[config.mk]
export PLATFORM = sky130hd
export DESIGN_NAME = i2s_transmitter_flat
export DESIGN_NICKNAME = d
export VERILOG_FILES = /design/src/rtl/audio_pkg.sv /design/src/rtl/i2s_transmitter_if.sv /design/src/rtl/i2s_bclk_gen.sv /design/src/rtl/i2s_transmitter.sv /design/src/flat_wrapper.sv
export SDC_FILE = /design/constraint.sdc
export NUM_CORES = 1
export LEC_CHECK = 0
export ABC_AREA = 0
export BUFFER_PORTS_ARGS = -buffer_cell sky130_fd_sc_hd__buf_2
export CORE_UTILIZATION = 25
export DETAILED_ROUTE_END_ITERATION = 8
export PLACE_DENSITY = 0.53
export SLEW_MARGIN = 40
export SYNTH_ARGS = -nofsm -noshare
export SYNTH_HDL_FRONTEND = slang
export SYNTH_SLANG_ARGS = --single-unit
export TNS_END_PERCENT = 30
[constraint.sdc]
create_clock -name clk -period 4.92 [get_ports clk]
set_clock_uncertainty 0.1 [all_clocks]
set_input_delay 1.23 -clock clk [delete_from_list [all_inputs] [get_ports clk]]
set_output_delay 1.23 -clock clk [all_outputs]
set_load 0.02 [all_outputs]
[src/rtl/audio_pkg.sv]
// Shared types and default constants for the audio sample path and its I2S output stage.
package audio_pkg;

  typedef enum logic [1:0] {
    IDLE  = 2'd0,
    RUN   = 2'd1,
    DRAIN = 2'd2
  } i2s_state_t;

  localparam int I2S_SLOT_BITS = 32;
  localparam int I2S_WIDTH     = 24;
  localparam int SAMPLE_RATE   = 48000;

endpackage

[src/rtl/i2s_transmitter_if.sv]
// Stereo sample handshake between the sample-generation path and the I2S transmitter.
interface i2s_transmitter_if import audio_pkg::*; #(
  parameter int WIDTH = I2S_WIDTH
) ();

  // valid/ready: the source holds sample_l/sample_r stable while valid is high; one
  // frame transfers on each clk edge where valid && ready; ready never depends on valid.
  logic [WIDTH-1:0] sample_l;
  logic [WIDTH-1:0] sample_r;
  logic             valid;
  logic             ready;

  modport master (output sample_l, output sample_r, output valid, input ready);
  modport slave  (input sample_l, input sample_r, input valid, output ready);

endinterface

[src/rtl/i2s_bclk_gen.sv]
// Bit-clock divider: toggles bclk every BCLK_DIV clks while run is high and strobes
// bclk_fall in the clk cycle whose edge takes bclk from 1 to 0.
module i2s_bclk_gen #(
  parameter int BCLK_DIV = 4
) (
  input  logic clk,
  input  logic rstn,
  input  logic run,
  output logic bclk,
  output logic bclk_fall
);

  localparam int            CW       = (BCLK_DIV > 1) ? $clog2(BCLK_DIV) : 1;
  localparam logic [CW-1:0] DIV_LAST = CW'(BCLK_DIV - 1);

  logic [CW-1:0] div_cnt;
  logic          div_wrap;

  assign div_wrap  = (div_cnt == DIV_LAST);
  assign bclk_fall = run && div_wrap && bclk;

  // Dropping run parks the divider so the next start begins a fresh low half-period.
  always_ff @(posedge clk or negedge rstn) begin
    if (!rstn) begin
      div_cnt <= '0;
      bclk    <= 1'b0;
    end else if (!run) begin
      div_cnt <= '0;
      bclk    <= 1'b0;
    end else if (div_wrap) begin
      div_cnt <= '0;
      bclk    <= ~bclk;
    end else begin
      div_cnt <= div_cnt + 1'b1;
    end
  end

endmodule

[src/rtl/i2s_transmitter.sv]
// Single-frame-buffered stereo I2S transmitter: accepts frames over a valid/ready
// handshake and serialises them MSB-first with the standard one-bit word-select delay.
module i2s_transmitter import audio_pkg::*; #(
  parameter int WIDTH     = I2S_WIDTH,
  parameter int SLOT_BITS = I2S_SLOT_BITS,
  parameter int BCLK_DIV  = 4
) (
  input  logic               clk,
  input  logic               rstn,
  input  logic               enable,
  i2s_transmitter_if.slave   smp,
  output logic               bclk,
  output logic               lrclk,
  output logic               sdata,
  output logic               underrun,
  output i2s_state_t         state_dbg
);

  localparam int            FRAME_BITS = 2 * SLOT_BITS;
  localparam int            BW         = $clog2(FRAME_BITS);
  localparam logic [BW-1:0] BIT_LAST   = BW'(FRAME_BITS - 1);

  i2s_state_t       state, state_next;
  logic             load, run, bclk_fall, frame_wrap, accept;
  logic             ready_q;
  logic [WIDTH-1:0] hold_l, hold_r, word_l, word_r, next_l, next_r;
  logic [BW-1:0]    bit_cnt, bit_next;

  // Serial bit for frame position b: left slot first, MSB first, zero padding after WIDTH.
  function automatic logic frame_bit(input logic [WIDTH-1:0] wl, input logic [WIDTH-1:0] wr,
                                     input logic [BW-1:0] b);
    logic [WIDTH-1:0] w;
    logic [WIDTH-1:0] sh;
    int               p;
    w  = (int'(b) < SLOT_BITS) ? wl : wr;
    p  = int'(b) % SLOT_BITS;
    sh = '0;
    if (p < WIDTH) sh = w >> (WIDTH - 1 - p);
    return sh[0];
  endfunction

  // Word select leads the data by one bit.
  function automatic logic lr_of(input logic [BW-1:0] b);
    return ((int'(b) + 1) % FRAME_BITS) >= SLOT_BITS;
  endfunction

  i2s_bclk_gen #(.BCLK_DIV(BCLK_DIV)) u_bclk_gen (
    .clk       (clk),
    .rstn      (rstn),
    .run       (run),
    .bclk      (bclk),
    .bclk_fall (bclk_fall)
  );

  assign frame_wrap = bclk_fall && (bit_cnt == BIT_LAST);
  assign bit_next   = (bit_cnt == BIT_LAST) ? '0 : bit_cnt + 1'b1;
  assign state_dbg  = state;

  always_ff @(posedge clk or negedge rstn) begin
    if (!rstn) state <= IDLE;
    else       state <= state_next;
  end

  always_comb begin
    state_next = state;
    unique case (state)
      IDLE:    if (enable) state_next = RUN;
      RUN:     if (!enable) state_next = DRAIN;
      DRAIN:   if (enable) state_next = RUN;
               else if (frame_wrap) state_next = IDLE;
      default: state_next = IDLE;
    endcase
  end

  always_comb begin
    load = 1'b0;
    run  = 1'b0;
    case (state)
      IDLE:  load = enable;
      RUN:   begin run = 1'b1; load = frame_wrap; end
      DRAIN: begin run = 1'b1; load = frame_wrap && enable; end
      default: ;
    endcase
  end

  // A write landing in a load cycle is not visible to that load; it waits for the next frame.
  assign accept    = smp.valid && ready_q;
  assign smp.ready = ready_q;
  assign next_l    = ready_q ? '0 : hold_l;
  assign next_r    = ready_q ? '0 : hold_r;

  always_ff @(posedge clk or negedge rstn) begin
    if (!rstn) begin
      ready_q <= 1'b1;
      hold_l  <= '0;
      hold_r  <= '0;
    end else if (accept) begin
      ready_q <= 1'b0;
      hold_l  <= smp.sample_l;
      hold_r  <= smp.sample_r;
    end else if (load) begin
      ready_q <= 1'b1;
    end
  end

  always_ff @(posedge clk or negedge rstn) begin
    if (!rstn) begin
      word_l   <= '0;
      word_r   <= '0;
      bit_cnt  <= '0;
      sdata    <= 1'b0;
      lrclk    <= 1'b0;
      underrun <= 1'b0;
    end else begin
      underrun <= load && ready_q;
      if (load) begin
        word_l  <= next_l;
        word_r  <= next_r;
        bit_cnt <= '0;
        sdata   <= frame_bit(next_l, next_r, BW'(0));
        lrclk   <= lr_of(BW'(0));
      end else if (state_next == IDLE) begin
        bit_cnt <= '0;
        sdata   <= 1'b0;
        lrclk   <= 1'b0;
      end else if (bclk_fall) begin
        bit_cnt <= bit_next;
        sdata   <= frame_bit(word_l, word_r, bit_next);
        lrclk   <= lr_of(bit_next);
      end
    end
  end

endmodule

[src/flat_wrapper.sv]
// flat-port wrapper written by rule: the top's interface ports become plain ports
module i2s_transmitter_flat import audio_pkg::*;
#(
  parameter int WIDTH     = I2S_WIDTH,
  parameter int SLOT_BITS = I2S_SLOT_BITS,
  parameter int BCLK_DIV  = 4
)
  (clk, rstn, enable, bclk, lrclk, sdata, underrun, state_dbg, smp_sample_l, smp_sample_r, smp_valid, smp_ready);
  i2s_transmitter_if #(.WIDTH(WIDTH)) smp_i ();
  input  logic clk;
  input  logic rstn;
  input  logic enable;
  output logic bclk;
  output logic lrclk;
  output logic sdata;
  output logic underrun;
  output i2s_state_t state_dbg;
  input wire logic [$bits(smp_i.sample_l)-1:0] smp_sample_l;
  input wire logic [$bits(smp_i.sample_r)-1:0] smp_sample_r;
  input wire logic [$bits(smp_i.valid)-1:0] smp_valid;
  output wire logic [$bits(smp_i.ready)-1:0] smp_ready;
  assign smp_i.sample_l = smp_sample_l;
  assign smp_i.sample_r = smp_sample_r;
  assign smp_i.valid = smp_valid;
  assign smp_ready = smp_i.ready;
  i2s_transmitter #(.WIDTH(WIDTH), .SLOT_BITS(SLOT_BITS), .BCLK_DIV(BCLK_DIV)) u_core (.clk(clk), .rstn(rstn), .enable(enable), .smp(smp_i), .bclk(bclk), .lrclk(lrclk), .sdata(sdata), .underrun(underrun), .state_dbg(state_dbg));
endmodule
==> impl_metrics.py <==
metrics = {
    "run_status": {
        "status": "finished, final reports clean",
    },
    "logic_synthesis": {
        "synthArstFlopShare_pct": 100,
        "synth_edf_count": 0,
        "muxShareOfSynthArea_pct": 11.5,
        "yosys_register_bits": 111,
        "synth_top_family_by_area": "compound AO/OA/AOI/OAI gates",
        "synth_compound_area_share_pct": 14.7,
        "syn_area_mm2": 0.00533,
        "syn_inst": 522,
        "synth-xor-area-share_pct": 1.15,
        "synth-simple-area-share_pct": 13.6,
        "synth_fa_ha_area_share_pct": 2.35,
        "ys_seq_area_share_pct": 52.1,
        "syn_area_per_cell_um2": 10.2,
        "synthesis.nets": 584,
        "synthDistinctLibCells": 65,
        "yosys_most_used_dff": "dfrtp_1",
        "yosys_warnings": 0,
    },
    "sta": {
        "min_period_over_period_pct": 70.0,
        "setup_violations": 0,
        "fin_hold_ws_ps": 335,
        "max_slew.worst_pin.slew_ps": 773,
        "rsz0062_at_grt": "false",
        "fin_crit_ps": 3440,
        "setup-tns-final_ps": 0,
        "slew_headroom_pct": 48.5,
        "hold_violations": 0,
        "fmax_ghz": 0.290,
        "finalMaxSlewViolations": 0,
    },
    "die": {
        "start_util_pct": 25.4,
        "dieHeight_um": 148,
        "rows": 53,
        "core-area_mm2": 0.0210,
        "die_w_um": 148,
        "io_pins": 59,
        "die-area_mm2": 0.0219,
    },
    "setup_path": {
        "path_class": "flip-flop to flip-flop",
        "crit_slowest_cell": "a22oi_2",
        "critPathMaxFanout": 17,
        "crit_family": "compound AO/OA/AOI/OAI gates",
        "crit_arrival_ps": 3600,
        "crit_chain": "ha_1 -> a22oi_2 -> o21ai_2 -> mux2i_1 -> or4_1 -> and4_1 -> a211o_1 -> o31ai_2",
        "end_kind": "flip-flop",
        "cp.required_ps": 5080,
        "cp_slowest_stage_delay_ps": 690,
        "startpoint_type": "flip-flop",
        "worst-path-buf-inv": 0,
    },
    "routing": {
        "drt_iter0_drc": 202,
        "drc_errors": 0,
        "routed_wl_um": 12800,
        "final_antenna_net_count": 0,
        "vias": 3847,
        "first_pass_iters": 4,
        "wl_per_cell_um": 15.2,
        "viasPerCell": 4.59,
    },
    "global_route": {
        "track_usage_pct": 12.4,
        "antenna_found_initial": 0,
        "grt_pass1_vias": 3738,
        "grt_overflow_total": 0,
        "grt_max_degree": 99,
        "grt_pass1_wl_um": 20900,
    },
    "clock_tree": {
        "cts_tree": "yes",
        "post-cts-setup-buffers": 0,
        "clock_sinks": 111,
        "root_buffer": "clkbuf_16",
        "clkSlewWorstSetupHoldPaths_ps": 70,
        "clockBufferDepth": 2,
        "htree_levels": 3,
        "post_cts_resized": 0,
        "clock_latency_ps": 350,
        "cts_made_buffers": 9,
        "holdBufCountCts": 0,
    },
    "final_layout": {
        "antenna_cells": 0,
        "nets": 620,
        "drive_above_1_share_pct": 24.9,
        "postLayoutCoreUtil_pct": 29.2,
        "syn2layout_area_growth_pct": 14.9,
        "fin_area_mm2": 0.00612,
    },
    "placed_design": {
        "place_area_mm2": 0.00582,
        "dp_hpwl_um": 9160,
        "io_buffer_count": 58,
        "gp_congestion": 0.862,
    },
    "hold_path": {
        "worstHoldPathType": "flip-flop to flip-flop",
    },
    "job": {
        "cap_violations": 0,
    },
    "power": {
        "ir_drop_mv": 0.277,
        "p_per_area_mw_per_mm2": 538,
        "leakagePower_uw": 0.00276,
    },
}
[logic make-up (layout without fill, tap and decap cells)]
group,Yosys count,in the layout
mux,55,55
xor+xnor,7,7
flops,111,111
simple gates,168,168
fa+ha+maj,10,10
compound gates,121,121
buf+inv,50,91
[path summary, 6_finish.rpt]
check	startpoint	to	slack, ps	depth (start not counted)
hold reg to reg	u_core.u_bclk_gen.div_cnt[0]	u_core.u_bclk_gen.div_cnt[0]	340	1
min in group asynchronous	rstn	u_core.hold_l[6]	740	1
setup / recovery	u_core.bit_cnt[0]	u_core.sdata	1480	8
max in group asynchronous	rstn	u_core.underrun	3140	2
setup reg to reg	u_core.bit_cnt[0]	u_core.sdata	1480	8
hold / removal	u_core.u_bclk_gen.div_cnt[0]	u_core.u_bclk_gen.div_cnt[0]	340	1
[metal layers]
layer  global-route usage (%)  wire length, um  up-vias
li1                         -                -     1892
met1                     17.6             6380     1862
met2                     18.5             5710       80
met3                     3.13              512       13
met4                     3.61              163        0
met5                        0                0        -
[state kept, by name, summed over array words and instances, names as in the netlist]
signal	count
u_core.hold_l	24
u_core.hold_r	24
u_core.word_l	24
u_core.word_r	24
u_core.bit_cnt	6
u_core.state_dbg	2
u_core.u_bclk_gen.div_cnt	2
u_core.lrclk	1
u_core.sdata	1
u_core.smp.ready	1
u_core.u_bclk_gen.bclk	1
u_core.underrun	1
[worst reg2reg max path, stage by stage (launching register included)]
cell and delay [ps]:
dfrtp_1 600, ha_1 430, a22oi_2 690, o21ai_2 340, mux2i_1 180, or4_1 390, and4_1 160, a211o_1 260
o31ai_2 200
[cells in the mapped netlist, drive strengths merged, types with 4 or more instances]
master	n	area [um^2]
a21oi	16	91.3
a32oi	4	35.0
and2	4	27.5
mux2i	6	60.1
buf	17	123
clkbuf	21	78.8
a31oi	4	25.0
dfrtp	110	2750
ha	10	125
xnor2	4	35.0
nand3	6	35.0
nor3	6	30.0
o21ai	59	299
mux2	49	552
inv	12	45.0
nor2	19	71.3
nand2	113	424
[cells in the final DEF, fill, tap and decap left out, types with 3 or more instances in the layout]
cell / netlist / final
xor2_1: 3 / 3
nand2_1: 113 / 112
a211oi_1: 3 / 3
and3_1: 3 / 3
a221oi_1: 3 / 3
a32oi_1: 4 / 4
o21ai_0: 58 / 58
a311oi_1: 3 / 3
mux2i_1: 6 / 6
nor2_1: 19 / 19
a21oi_1: 15 / 15
a31oi_1: 4 / 4
buf_2: 8 / 57
nor3_1: 6 / 6
mux2_2: 49 / 49
clkbuf_16: 0 / 9
inv_1: 12 / 12
xnor2_1: 4 / 3
ha_1: 10 / 10
buf_4: 3 / 4
nand4_1: 3 / 3
nand3_1: 5 / 5
dfrtp_1: 110 / 110
[report_power, final]
| part | switching, uW | internal [uW] | leakage, uW | total [uW] |
|---|---|---|---|---|
| sequential | 263 | 1300 | 0.00139 | 1570 |
| clock | 344 | 403 | 0.000146 | 747 |
| combinational | 526 | 453 | 0.00123 | 979 |
[area by class of cell]
type                       count  area [um^2]
fill                        2252        14800
sequential                   111         2780
multi-input combinational    361         2320
tap                          275          344
timing repair buffer          63          338
clock buffer                  11          233
clock inverter                 5         63.8
inverter                      12         45.0
[metrics by stage]
stage / setup WS (ps) / total power [uW] / std cells
floorplan: 2190 / 2260 / 522
global placement: 1600 / 2560 / 822
detailed placement: 1530 / 2590 / 822
CTS: 1500 / 3350 / 838
global route: 1320 / 3550 / 838
finish: 1480 / 3290 / 838
Note: power is estimated with default switching activity, not from simulation.
